<file path="config.mk">
export PLATFORM = sky130hd
export DESIGN_NAME = cmd_arbiter
export DESIGN_NICKNAME = d
export VERILOG_FILES = /design/src/rtl/cmd_arbiter.sv
export SDC_FILE = /design/constraint.sdc
export NUM_CORES = 1
export LEC_CHECK = 0
export BUFFER_PORTS_ARGS = -buffer_cell sky130_fd_sc_hd__buf_2
export CAP_MARGIN = 40
export CORE_ASPECT_RATIO = 0.9
export CORE_MARGIN = 2
export CORE_UTILIZATION = 52
export CTS_CLUSTER_SIZE = 8
export DETAILED_ROUTE_END_ITERATION = 8
export GPL_TIMING_DRIVEN = 0
export HOLD_SLACK_MARGIN = 0.15
export PLACE_DENSITY = 0.75
export SLEW_MARGIN = 30
export SYNTH_ARGS = -nofsm -noshare
export SYNTH_HDL_FRONTEND = slang
export SYNTH_SLANG_ARGS = --single-unit
export TNS_END_PERCENT = 30
</file>
<file path="constraint.sdc">
create_clock -name clk -period 4.65 [get_ports clk]
set_input_delay 0.6975 -clock clk [delete_from_list [all_inputs] [get_ports clk]]
set_output_delay 0.6975 -clock clk [all_outputs]
set_load 0.1 [all_outputs]
</file>
<file path="src/rtl/cmd_arbiter.sv">
// cmd_arbiter: round-robin share of the cmd_proc channel between
// the UART wrapper and the tour sequencer, with a stall watchdog.
module cmd_arbiter #(
  parameter int TIMEOUT_CYC = 50_000_000,
  parameter int TO_W        = 26
) (
  input  logic        clk,
  input  logic        rst,
  input  logic [15:0] cmd_uart,
  input  logic        cmd_rdy_uart,
  output logic        clr_uart,
  input  logic [15:0] cmd_tour,
  input  logic        cmd_rdy_tour,
  output logic        clr_tour,
  output logic [15:0] cmd,
  output logic        cmd_rdy,
  input  logic        clr_cmd_rdy,
  input  logic        send_resp,
  output logic        ack_uart,
  output logic        ack_tour,
  output logic        grant_tour,
  output logic        busy,
  output logic        timeout_err,
  input  logic        clr_err
);

  typedef enum logic [1:0] {
    IDLE,
    ISSUE,
    WAIT_RESP
  } state_t;

  localparam logic [TO_W-1:0] TO_LIM = TO_W'(TIMEOUT_CYC);

  state_t          state_q, state_d;
  logic [15:0]     hold_d;
  logic [TO_W-1:0] wd_q, wd_d, wd_inc;
  logic            last_q, last_d;
  logic            pick_tour;
  logic            grant_d, cmd_rdy_d, busy_d, err_d;
  logic            clr_uart_d, clr_tour_d;
  logic            ack_uart_d, ack_tour_d;

  assign wd_inc    = (&wd_q) ? wd_q : wd_q + 1'b1;
  // contested request goes to whoever did not own the channel last
  assign pick_tour = cmd_rdy_tour & (~cmd_rdy_uart | ~last_q);

  always_comb begin
    state_d    = state_q;
    hold_d     = cmd;
    wd_d       = wd_q;
    last_d     = last_q;
    grant_d    = grant_tour;
    cmd_rdy_d  = cmd_rdy;
    clr_uart_d = 1'b0;
    clr_tour_d = 1'b0;
    ack_uart_d = 1'b0;
    ack_tour_d = 1'b0;
    err_d      = timeout_err & ~clr_err;
    unique case (state_q)
      IDLE: begin
        if (cmd_rdy_uart | cmd_rdy_tour) begin
          state_d    = ISSUE;
          hold_d     = pick_tour ? cmd_tour : cmd_uart;
          last_d     = pick_tour;
          grant_d    = pick_tour;
          wd_d       = '0;
          cmd_rdy_d  = 1'b1;
          clr_tour_d = pick_tour;
          clr_uart_d = ~pick_tour;
        end
      end
      ISSUE: begin
        wd_d = wd_inc;
        if (clr_cmd_rdy & send_resp) begin
          state_d    = IDLE;
          cmd_rdy_d  = 1'b0;
          ack_tour_d = grant_tour;
          ack_uart_d = ~grant_tour;
        end else if (wd_inc >= TO_LIM) begin
          state_d   = IDLE;
          cmd_rdy_d = 1'b0;
          err_d     = 1'b1;
        end else if (clr_cmd_rdy) begin
          state_d   = WAIT_RESP;
          cmd_rdy_d = 1'b0;
        end
      end
      WAIT_RESP: begin
        wd_d = wd_inc;
        if (send_resp) begin
          state_d    = IDLE;
          ack_tour_d = grant_tour;
          ack_uart_d = ~grant_tour;
        end else if (wd_inc >= TO_LIM) begin
          state_d = IDLE;
          err_d   = 1'b1;
        end
      end
      default: begin
        state_d   = IDLE;
        cmd_rdy_d = 1'b0;
      end
    endcase
    busy_d = (state_d != IDLE);
  end

  always_ff @(posedge clk or posedge rst) begin
    if (rst) begin
      state_q     <= IDLE;
      cmd         <= 16'h0000;
      wd_q        <= '0;
      last_q      <= 1'b1;
      grant_tour  <= 1'b0;
      cmd_rdy     <= 1'b0;
      busy        <= 1'b0;
      clr_uart    <= 1'b0;
      clr_tour    <= 1'b0;
      ack_uart    <= 1'b0;
      ack_tour    <= 1'b0;
      timeout_err <= 1'b0;
    end else begin
      state_q     <= state_d;
      cmd         <= hold_d;
      wd_q        <= wd_d;
      last_q      <= last_d;
      grant_tour  <= grant_d;
      cmd_rdy     <= cmd_rdy_d;
      busy        <= busy_d;
      clr_uart    <= clr_uart_d;
      clr_tour    <= clr_tour_d;
      ack_uart    <= ack_uart_d;
      ack_tour    <= ack_tour_d;
      timeout_err <= err_d;
    end
  end

endmodule

</file>
* Word level (Yosys, flattened, before mapping)
Index checks and enable logic that the tools add are counted.
W data, S select, Z words.
** Word-level totals
- Output and inout bits :: 24
- Memories kept :: 0
- Word-level logic and storage cells :: 67
- ROM bits :: 0
- Register bits :: 53
- Bits in writable memories :: 0
- Input bits :: 39
- Latch bits :: 0
** Operators by class
- $add $sub $neg :: 1
- Bitwise gates (word level) :: 11
- Multiplexer cells :: 30
- Order comparisons :: 1
- Div/mod/pow operators :: 0
- Multipliers :: 0
- Shift operators :: 0
- Reduce and logical (&&, ||, !) cells :: 8
- Equal/unequal tests :: 4
** Operators with widths (number)
- $mux W26 :: 2
- $pmux W26 S2 :: 1
- $add A26 B1 Y26 const B :: 1
- $ge A26 B26 Y1 const B :: 1
- $reduce_and A26 Y1 :: 1
- $mux W16 :: 1
- $mux W1 :: 15
- $mux W2 :: 6
- $not A1 Y1 :: 6
- $pmux W1 S2 :: 3
- $pmux W2 S3 :: 1
- $ne A4 B4 Y1 const B :: 1
- $reduce_and A2 Y1 :: 2
- $reduce_bool A2 Y1 :: 2
- $and A1 B1 Y1 :: 3
- $pmux W1 S3 :: 1
- $reduce_and A3 Y1 :: 1
- $eq A2 B1 Y1 const B :: 1
- $eq A2 B2 Y1 const B :: 1
- $logic_not A2 Y1 :: 1
- $ne A2 B2 Y1 const B :: 1
- $or A1 B1 Y1 :: 2
- $reduce_or A2 Y1 :: 1

* Depth between registers and ports, before layout
Gate-level depths: netlist (run 1).
- Depth after elaboration :: 7
- Gate-level depth with buffers :: 11
- Gate-level depth less buffers :: 9

* Worst setup path before layout (run 1)
No wires, ideal clock.
- Path kind :: reg-to-reg
- Start point :: register wd_q[9]
- End point :: register cmd_rdy
- Library setup time :: 0.123 ns
- Clock period less this slack :: 2.408 ns
- Stages on the path, launching flop included :: 11
- Arrival :: 2.285 ns
- Data required time :: 4.527 ns
- Buffers on the path :: 3
- Setup slack :: 2.242 ns
- Cell sequence :: dfrtp_1 > buf_4 > and4_1 > and4_1 > buf_8 > and3_1 > buf_2 > maj3_1 > a21oi_1 > a311oi_2 > a2bb2oi_2
** Between the ends
- Word-level cells in the longest chain between the ends :: 6
- Elaborated cells between the ends (all ways) :: 9
- Classes of those cells :: add/sub: 1; order compare: 1; eq/ne: 1; mux: 4; reduce/logical: 2
** RTL lines
- from (decl) :: RTL line 37 : logic [TO_W-1:0] wd_q, wd_d, wd_inc;
- from (signal assigned) :: RTL line 125 : wd_q <= wd_d;
- $add A26 B1 Y26 / $reduce_and A26 Y1 (equally long branches) :: RTL line 44 : assign wd_inc = (&wd_q) ? wd_q : wd_q + 1'b1;
- $mux W26 (*) :: RTL line 44
- $ge A26 B26 Y1 (*) :: RTL line 80 : end else if (wd_inc >= TO_LIM) begin
- $mux W1 :: RTL line 80
- $mux W1 :: RTL line 75 : if (clr_cmd_rdy & send_resp) begin
- $pmux W1 S3 :: RTL line 60 : unique case (state_q)
- to (signal assigned) :: RTL line 128 : cmd_rdy <= cmd_rdy_d;
- to (decl) :: RTL line 16 : output logic cmd_rdy,
Mark *: on every way between the ends. The rest lies on a longest branch, timed or not.
A chain may end at the register's enable or synchronous reset.

* Worst setup path in the final report (run 1)
- Start point :: register wd_q[0]
- End point :: register cmd_rdy
Same word-level chain as after synthesis.

==> results_dict.tcl, run 1 <==
set metrics [dict create \
    p_total_mw 2.33 \
    io_buffers 62 \
    avgSynthCellArea_um2 8.96 \
    synthArstFlopShare_pct 100 \
    synth_area_leaders "dfrtp_1 40%, nand2_1 6.5%, o21ai_0 6.1%, mux2i_1 5.5%, o31ai_1 3.9%" \
    setup_violations 0 \
    post_cts_buffers 0 \
    clkPwrFrac_pct 13.8 \
    htree_levels 2 \
    cp.arrival_ns 3.03 \
    syn_nets 411 \
    dpl.hpwl_mm 6.23 \
    syn_area_um2 3290 \
    diodes 0 \
    antenna_found_initial 0 \
    yosysTopAreaCell "dfrtp_1" \
    slew_violations 0 \
    start_util_pct 53.8 \
    ir_drop_mv 0.478 \
    wl_met3_um 455 \
    drtPass1Iterations 5 \
    final_area_um2 3840 \
    critical_path.endpoint_type "register" \
    hp-class "primary input to asynchronous set/reset pin" \
    cts_buffers 5 \
    viasPerCell 5.94 \
    synth_cells 367 \
    routed_wl_mm 8.36 \
    wl_per_cell_um 15.9 \
    maxSlewHeadroom_pct 56.1 \
    rows 27 \
    clock_latency_ns 0.32 \
    num_vias 3117 \
    drt-met1-wl_mm 3.87 \
    worstPathRequired_ns 4.90 \
    synthDistinctLibCells 62 \
    cts-root-buf "clkbuf_8" \
    synth_ff_type "dfrtp_1" \
    clock.fmax_ghz 0.360 \
    final_antenna_net_count 0 \
    placed_area_um2 3730 \
    topRoutingLayerUsed "met4" \
    switching_share_pct 57.5 \
    p_comb_share_pct 58.9 \
    rsz0062_at_grt "false" \
    grt_pass1_wl_mm 14.0 \
    ios 63 \
    ctsHoldBuffers 0 \
    hold_viol 0 \
    met2WireLength_mm 3.90 \
    gp_congestion 0.902 \
    critPathKind "register to register" \
    area_growth_pct 16.8 \
    grt_pass1_vias 2866 \
    total_leakage_power_nw 1.71 \
    gr-total-overflow 0 \
    period_share_pct 59.7 \
    place_ws_ns 1.94 \
    core_area_um2 6110 \
    grt.total_usage_pct 25.7 \
    worst_pin_slew_ns 0.659 \
    tns_ns 0 \
    fin_skew_ns 0.0116 \
    cts.sink_count 53 \
    hold_slack_ns 0.290 \
    status "completed" \
    largest_register_ffs 26 \
    final_common_cell "buf_2" \
    fin_ws_ns 1.88 \
    critical_path.slowest_cell "nor4_2" \
    drive_gt1_share_pct 22.4 \
    dieWidth_um 87.8 \
    layout_common_cells "65 x buf_2, 57 x nand2_1, 52 x dfrtp_1" \
    drtIter0Drc 274 \
    clk_pin_slew_worst_paths_ns 0.10 \
    cpPeakStageDelay_ns 0.46 \
    yosysWarningCount 0 \
    die_area_um2 6980 \
    ys_seq_area_share_pct 40.4 \
    regMostFlops "wd_q" \
    cts_tree "built" \
    clk_path_buf_depth 2 \
    cp-start-kind "register" \
    power.density_nw_per_um2 607 \
    timing.final.crit_period_ns 2.77 \
    yosys.area.top_type_share_pct 39.6 \
    post_cts_resized 0 \
    p_sw_mw 1.34 \
    nets 481 \
    reg.largest.list "wd_q x26, cmd x16, state_q x2" \
    drc_errors 0 \
    critPathTopFamily "compound AO/OA/AOI/OAI gates" \
    grt_max_degree 40 \
    die_y_um 79.5 \
    ys_ff_latch 53 \
    seq_power_share_pct 27.3 \
    path_buf_inv 0 \
    synth_edf_count 0 \
    path_max_fanout 6 \
    maxCapViolCount 0 \
    cp_cell_sequence "ha_1, nand3_1, nor4_2, mux2i_1, o211ai_1, a211oi_2, o211ai_4, a311oi_2, a2bb2oi_2" \
    fillerInstances 531 \
    p_int_mw 0.992 \
]
-- Yosys cell counts (2+ instances only) --
master,instances
a21o_1,4
a21oi_1,17
a22oi_1,2
a311oi_2,4
a31oi_1,3
and2_1,3
and3_1,5
and4_1,5
buf_2,3
buf_4,3
clkbuf_1,12
dfrtp_1,52
ha_1,5
inv_1,12
mux2i_1,18
nand2_1,57
nand3_1,14
nand4_1,7
nand4_2,2
nand4b_1,2
nor2_1,22
nor3_1,4
nor3_4,2
nor4_1,2
o211ai_1,2
o21ai_0,40
o21ai_1,4
o31ai_1,17
o41ai_1,4
or3_1,4
xnor2_1,5
-- final timing paths --
kind	start	endpoint	slack [ns]	depth (start not counted)
hold reg to reg	grant_tour$_DFFE_PP0P_	ack_uart$_DFF_PP0_	0.49	1
setup reg to reg	wd_q[0]$_DFFE_PP0P_	cmd_rdy$_DFFE_PP0P_	1.88	9
min in group clk	grant_tour$_DFFE_PP0P_	ack_uart$_DFF_PP0_	0.49	1
max in group asynchronous	rst	last_q$_DFFE_PP1P_	3.84	3
setup / recovery	wd_q[0]$_DFFE_PP0P_	cmd_rdy$_DFFE_PP0P_	1.88	9
hold / removal	rst	wd_q[3]$_DFFE_PP0P_	0.29	2
-- per-layer routing --
| layer | global-route usage (%) | vias up |
|---|---|---|
| li1 | - | 1499 |
| met3 | 3.93 | 16 |
| met5 | 0 | - |
| met2 | 39.5 | 128 |
| met4 | 8.77 | 0 |
| met1 | 36.8 | 1474 |
-- kinds of logic after synthesis --
logic type                 share of synthesized area (%)
buffers and inverters                               4.56
and+or+nand+nor                                     23.1
AOI/OAI and AO/OA                                   23.0
adders and majority gates                           2.21
muxes                                               5.48
DFF                                                 40.4
xor gates and xnor gates                            1.33
-- stage by stage --
stage               cells  utilization (%)
floorplan             367                -
global placement      516             60.7
detailed placement    517             61.0
CTS                   525             62.8
global route          525             62.8
finish                525             62.8
-- power groups by stage --
| stage | combinational (mW) | sequential [mW] | clock (mW) |
|---|---|---|---|
| floorplan | 0.428 | 1.31 | 0 |
| global placement | 1.35 | 0.644 | 0 |
| detailed placement | 1.37 | 0.646 | 0 |
| CTS | 1.37 | 0.637 | 0.326 |
| global route | 1.45 | 0.653 | 0.347 |
| finish | 1.37 | 0.638 | 0.321 |
-- cell type report --
cell class	instances	area [µm²]	share of cell area, %
clock buffers	6	72.6	1.89
plain buffers	20	101	2.64
well taps	87	109	2.83
multi-input cells	281	1810	47.2
flip-flops and latches	53	1330	34.5
clock inverters	2	38.8	1.01
inverters	13	51.3	1.34
repair buffers	63	330	8.60
Note: power is estimated with default switching activity, not from simulation.
==> run 2, diff against run 1 <==
- clock period: 4.65 -> 2.9 ns (I/O delays scaled with it)
==> run 2 against run 1 <==
Against the previous run: total power grew 60%; die area is the same; hold slack gained 0.11 ns; sequential share of layout area shrank 0.22 points; combinational power grew 61%; global-route usage is essentially flat; clock skew grew 0.00070 ns; sequential power grew 60%; core utilization grew 0.41 points; non-clock buffer count grew 1; fmax grew 1.4%; flip-flop and latch count is the same.
==> results_dict.tcl, run 2 (synthesized netlist as in run 1, its figures left out) <==
set metrics [dict create \
    grt_pass1_vias 2878 \
    drtPass1Iterations 5 \
    nets 482 \
    maxCapViolCount 0 \
    worstPathRequired_ns 3.15 \
    hp-class "primary input to register" \
    area_growth_pct 17.6 \
    rsz0062_at_grt "false" \
    dieWidth_um 87.8 \
    critPathKind "register to register" \
    drive_gt1_share_pct 22.8 \
    total_leakage_power_nw 1.73 \
    cpPeakStageDelay_ns 0.43 \
    rows 27 \
    maxSlewHeadroom_pct 56.1 \
    tns_ns 0 \
    critical_path.slowest_cell "dfrtp_1" \
    cts_tree "built" \
    viasPerCell 5.91 \
    cp.arrival_ns 2.99 \
    final_common_cell "buf_2" \
    cts.sink_count 53 \
    ios 63 \
    die_area_um2 6980 \
    grt.total_usage_pct 25.7 \
    place_ws_ns 0.188 \
    fin_skew_ns 0.0123 \
    diodes 0 \
    hold_viol 0 \
    cts-root-buf "clkbuf_8" \
    slew_violations 0 \
    cts_buffers 5 \
    clock_latency_ns 0.31 \
    setup_violations 0 \
    grt_pass1_wl_mm 14.0 \
    p_total_mw 3.74 \
    fillerInstances 528 \
    io_buffers 62 \
    core_area_um2 6110 \
    drc_errors 0 \
    dpl.hpwl_mm 6.23 \
    routed_wl_mm 8.43 \
    period_share_pct 94.4 \
    path_buf_inv 0 \
    timing.final.crit_period_ns 2.74 \
    worst_pin_slew_ns 0.659 \
    utilization_pct 63.2 \
    cp_cell_sequence "ha_2, nand3_1, nor2_1, o31a_1, mux2i_1, a211oi_2, o211ai_4, a311oi_2, a2bb2oi_2" \
    critical_path.endpoint_type "register" \
    ir_drop_mv 0.767 \
    status "completed" \
    fin_ws_ns 0.163 \
    start_util_pct 53.8 \
    clk_pin_slew_worst_paths_ns 0.10 \
    clk_path_buf_depth 2 \
    antenna_found_initial 0 \
    path_max_fanout 6 \
    power.density_nw_per_um2 967 \
    gp_congestion 0.902 \
    htree_levels 2 \
    layout_common_cells "65 x buf_2, 57 x nand2_1, 52 x dfrtp_1" \
    gr-total-overflow 0 \
    grt_max_degree 40 \
    clock.fmax_ghz 0.365 \
    num_vias 3107 \
    reg.largest.list "wd_q x26, cmd x16, state_q x2" \
    drtIter0Drc 275 \
    die_y_um 79.5 \
    final_antenna_net_count 0 \
    regMostFlops "wd_q" \
    critPathTopFamily "compound AO/OA/AOI/OAI gates" \
    cp-start-kind "register" \
    largest_register_ffs 26 \
    wl_per_cell_um 16.0 \
]
[run 2: what timing repair did]
| action | in CTS | in global routing |
|---|---|---|
| endpoints found under the hold margin | 14 | 0 |
| gates resized for setup | 0 | 3 |
| setup endpoints to repair | 0 | 3 |
| hold buffers | 1 | 0 |
| setup buffers | 0 | 0 |
[run 2: worst paths after layout]
| path | start | slack (ns) | cells past startpoint | end |
|---|---|---|---|---|
| max reg2reg | wd_q[0]$_DFFE_PP0P_ | 0.16 | 9 | cmd_rdy$_DFFE_PP0P_ |
| min | cmd_uart[12] | 0.40 | 3 | cmd[12]$_DFFE_PP0P_ |
| max in group asynchronous | rst | 1.80 | 4 | last_q$_DFFE_PP1P_ |
| min reg2reg | grant_tour$_DFFE_PP0P_ | 0.48 | 1 | ack_uart$_DFF_PP0_ |
| max | wd_q[0]$_DFFE_PP0P_ | 0.16 | 9 | cmd_rdy$_DFFE_PP0P_ |
| min in group asynchronous | rst | 0.58 | 3 | wd_q[3]$_DFFE_PP0P_ |
[run 2: layer usage]
metal	routed length [µm]	track usage (%)	up-vias	share of wire, %
li1	-	-	1498	-
met1	3850	36.8	1473	46
met2	3960	39.7	123	47
met3	499	3.93	13	5.9
met4	128	8.77	0	1.5
met5	0	0	-	0
[run 2: worst register-to-register path: stages, from the launching register on]
cell and delay [ns]:
dfrtp_1 0.43, ha_2 0.28, nand3_1 0.24, nor2_1 0.30, o31a_1 0.37, mux2i_1 0.14, a211oi_2 0.36, o211ai_4 0.17
a311oi_2 0.25, a2bb2oi_2 0.14
[run 2: cell type report]
class                   count  area [µm²]  share of cell area, %
flip-flops and latches     53        1330                   34.3
inverters                  13        51.3                   1.33
multi-input cells         281        1830                   47.2
plain buffers              20         101                   2.62
repair buffers             64         340                   8.80
clock inverters             2        38.8                   1.00
well taps                  87         109                   2.81
clock buffers               6        72.6                   1.88
[run 2: metrics by stage]
stage / hold slack (ns) / instance area (µm²) / cells
6_report: 0.400 / 3870 / 526
3_5_place_dp: 0.376 / 3730 / 517
2_1_floorplan: 0.492 / 3290 / 367
5_1_grt: 0.416 / 3870 / 526
3_3_place_gp: 0.461 / 3710 / 516
4_1_cts: 0.404 / 3850 / 526
[run 2: power breakdown]
part           internal, mW  switching [mW]
Combinational         0.411            1.79
Sequential            0.922           0.101
Clock                 0.260           0.255
==> run 3, diff against run 2 <==
- ABC_AREA: not set -> 1
==> run 3 against run 2 <==
Against the previous run: sequential share of layout area rose by 0.89 points; core utilization fell by 1.3 points; critical endpoint is now busy$_DFF_PP0_; wire length fell by 0.63%; first-iteration DRC count rose by 1.8%; sequential power barely moved; clock power fell by 12%; largest power group unchanged.
==> results_dict.tcl, run 3 <==
set metrics [dict create \
    synthMuxAreaShare_pct 0 \
    cts.sink_count 53 \
    crit_path_start "wd_q[1]$_DFFE_PP0P_" \
    wl_per_cell_um 13.8 \
    ios 63 \
    clock_latency_ns 0.32 \
    yosysTopAreaCell "dfrtp_1" \
    path_max_fanout 10 \
    syn_nets 507 \
    cts-root-buf "clkbuf_8" \
    reg.largest.list "wd_q x26, cmd x16, state_q x2" \
    ys_ff_latch 53 \
    drt-met1-wl_mm 3.95 \
    cts_tree "built" \
    reg2reg_slack_ns 0.26 \
    regToRegStartpoint "wd_q[1]$_DFFE_PP0P_" \
    clk_path_buf_depth 2 \
    gp_congestion 0.945 \
    synth-simple-area-share_pct 35.0 \
    core_area_um2 6080 \
    grt_pass1_wl_mm 14.5 \
    critical_path.endpoint_type "register" \
    reg2reg_depth 19 \
    critPathKind "register to register" \
    htree_levels 2 \
    wl_met3_um 548 \
    dp_cells 598 \
    largest_register_ffs 26 \
    rows 27 \
    layout.cells.non_filler 607 \
    drtIter0Drc 280 \
    antenna_found_initial 0 \
    final_common_cell "nand2_1" \
    cp-start-kind "register" \
    syn_area_um2 3240 \
    total_leakage_power_nw 1.77 \
    worst_pin_slew_ns 0.589 \
    hold_viol 0 \
    synth-adder-area-share_pct 1.93 \
    synth-xor-area-share_pct 1.08 \
    start_util_pct 53.3 \
    dieWidth_um 87.2 \
    ir_drop_mv 0.978 \
    ys_seq_area_share_pct 41.0 \
    die_area_um2 6880 \
    timing.final.crit_period_ns 2.64 \
    nets 578 \
    area_growth_pct 16.3 \
    cp.arrival_ns 2.85 \
    layout_common_cells "128 x nand2_1, 62 x buf_2, 58 x nor2_1, 58 x o21ai_0, 52 x dfrtp_1" \
    viasPerCell 5.34 \
    tns_ns 0 \
    synth.top_cells.by_count "128 x nand2_1, 58 x nor2_1, 58 x o21ai_0" \
    avgSynthCellArea_um2 7.00 \
    synth_ff_type "dfrtp_1" \
    reg2reg_to "busy$_DFF_PP0_" \
    synth_cells 463 \
    regMostFlops "wd_q" \
    synthArstFlopShare_pct 100 \
    io_buffers 62 \
    status "completed" \
    min_to "cmd[8]$_DFFE_PP0P_" \
    drive_gt1_share_pct 18.7 \
    routed_wl_mm 8.38 \
    fin_ws_ns 0.260 \
    place_ws_ns 0.258 \
    diodes 0 \
    gr-total-overflow 0 \
    grt_max_degree 43 \
    setup_violations 0 \
    final_antenna_net_count 0 \
    synth-compound-area-share_pct 13.6 \
    post_cts_buffers 0 \
    maxSlewHeadroom_pct 60.8 \
    num_vias 3244 \
    fin_skew_ns 0.0105 \
    hp-start "cmd_uart[8]" \
    dpl.hpwl_mm 6.37 \
    power.density_nw_per_um2 975 \
    slew_violations 0 \
    maxCapViolCount 0 \
    yosys.area.top_type_share_pct 40.2 \
    worstPathRequired_ns 3.11 \
    hp-class "primary input to register" \
    p_total_mw 3.68 \
    drc_errors 0 \
    yosysWarningCount 0 \
    met2WireLength_mm 3.80 \
    synth_area_leaders "dfrtp_1 40%, nand2_1 15%, o21ai_0 9.0%, nor2_1 6.7%, nand3_1 6.2%" \
    cts_buffers 5 \
    hold_slack_ns 0.381 \
    min_delay_path_depth 3 \
    period_share_pct 91.0 \
    synth_top_family_by_area "simple AND/OR/NAND/NOR gates" \
    grt_pass1_vias 3058 \
    drtPass1Iterations 5 \
    grt.total_usage_pct 26.7 \
    clock.fmax_ghz 0.379 \
    synthDistinctLibCells 34 \
    rsz0062_at_grt "false" \
    synth_edf_count 0 \
    yosysMostFrequentCell "nand2_1" \
    die_y_um 78.9 \
    topRoutingLayerUsed "met4" \
    clk_pin_slew_worst_paths_ns 0.11 \
]
[run 3: changes by cell type after synthesis, sizes merged, moves of 15 or more]
| cell | previous run | this run |
|---|---|---|
| nand3 | 14 | 41 |
| inv | 13 | 47 |
| mux2i | 18 | 0 |
| o21ai | 44 | 59 |
| o31ai | 17 | 0 |
| nor2 | 23 | 71 |
| nand2 | 57 | 133 |
[run 3: critical path: stages (launching register included)]
cell and delay (ns):
dfrtp_1 0.42, ha_2 0.29, nand3_1 0.15, inv_2 0.16, nand2_4 0.10, nor2_8 0.16, nand2_4 0.12, buf_6 0.17
nand2_1 0.12, nand2_1 0.06, nor2_1 0.10, nand3_1 0.07, nand2_1 0.11, nand2_2 0.09, nand3_1 0.11, nand2_1 0.07
nand2_1 0.06, nand2_1 0.05, nand2_1 0.07, nand2_1 0.05
[run 3: how the worst max path moves through the flow]
stage	slack, ns	to	cells after the start
6_report	0.26	busy$_DFF_PP0_	19
3_3_place_gp	0.30	busy$_DFF_PP0_	19
3_5_place_dp	0.26	busy$_DFF_PP0_	19
4_1_cts	0.22	busy$_DFF_PP0_	19
2_1_floorplan	0.81	busy$_DFF_PP0_	18
5_1_grt	0.08	busy$_DFF_PP0_	19
[run 3: logic make-up (layout without fill, tap and decap cells)]
family                     Yosys count  in the layout
adders and majority gates            5              5
buffers and inverters               61            133
AOI/OAI and AO/OA                   82             82
and+or+nand+nor                    258            258
xor gates and xnor gates             4              4
DFF                                 53             53
[run 3: cell type report]
class / instances / area (µm²)
multi-input combinational: 349 / 1680
clock buffer: 5 / 68.8
fill: 580 / 2310
inverter: 49 / 186
tap: 72 / 90.1
buffer: 12 / 56.3
clock inverter: 3 / 25.0
sequential: 53 / 1330
timing repair buffer: 64 / 340
[run 3: metrics by stage]
step	util, %	area [µm²]
floorplan	-	3240
global placement	59.9	3640
detailed placement	60.2	3660
CTS	62.0	3770
global route	62.0	3770
finish	62.0	3770
[run 3: repair_timing]
action / CTS / global route
gates resized for setup: 0 / 1
hold buffers: 1 / 0
setup endpoints to repair: 0 / 1
hold endpoints to repair: 11 / 0
[run 3: power by group]
| part | switching, mW | total (mW) | internal, mW |
|---|---|---|---|
| Sequential | 0.0944 | 1.03 | 0.933 |
| Clock | 0.274 | 0.450 | 0.177 |
| Combinational | 1.83 | 2.20 | 0.369 |
[run 3: per-layer routing]
metal / track usage [%] / vias to the layer above
met3: 4.89 / 10
li1: - / 1640
met5: 0 / -
met4: 5.54 / 0
met1: 38.6 / 1491
met2: 41.9 / 103
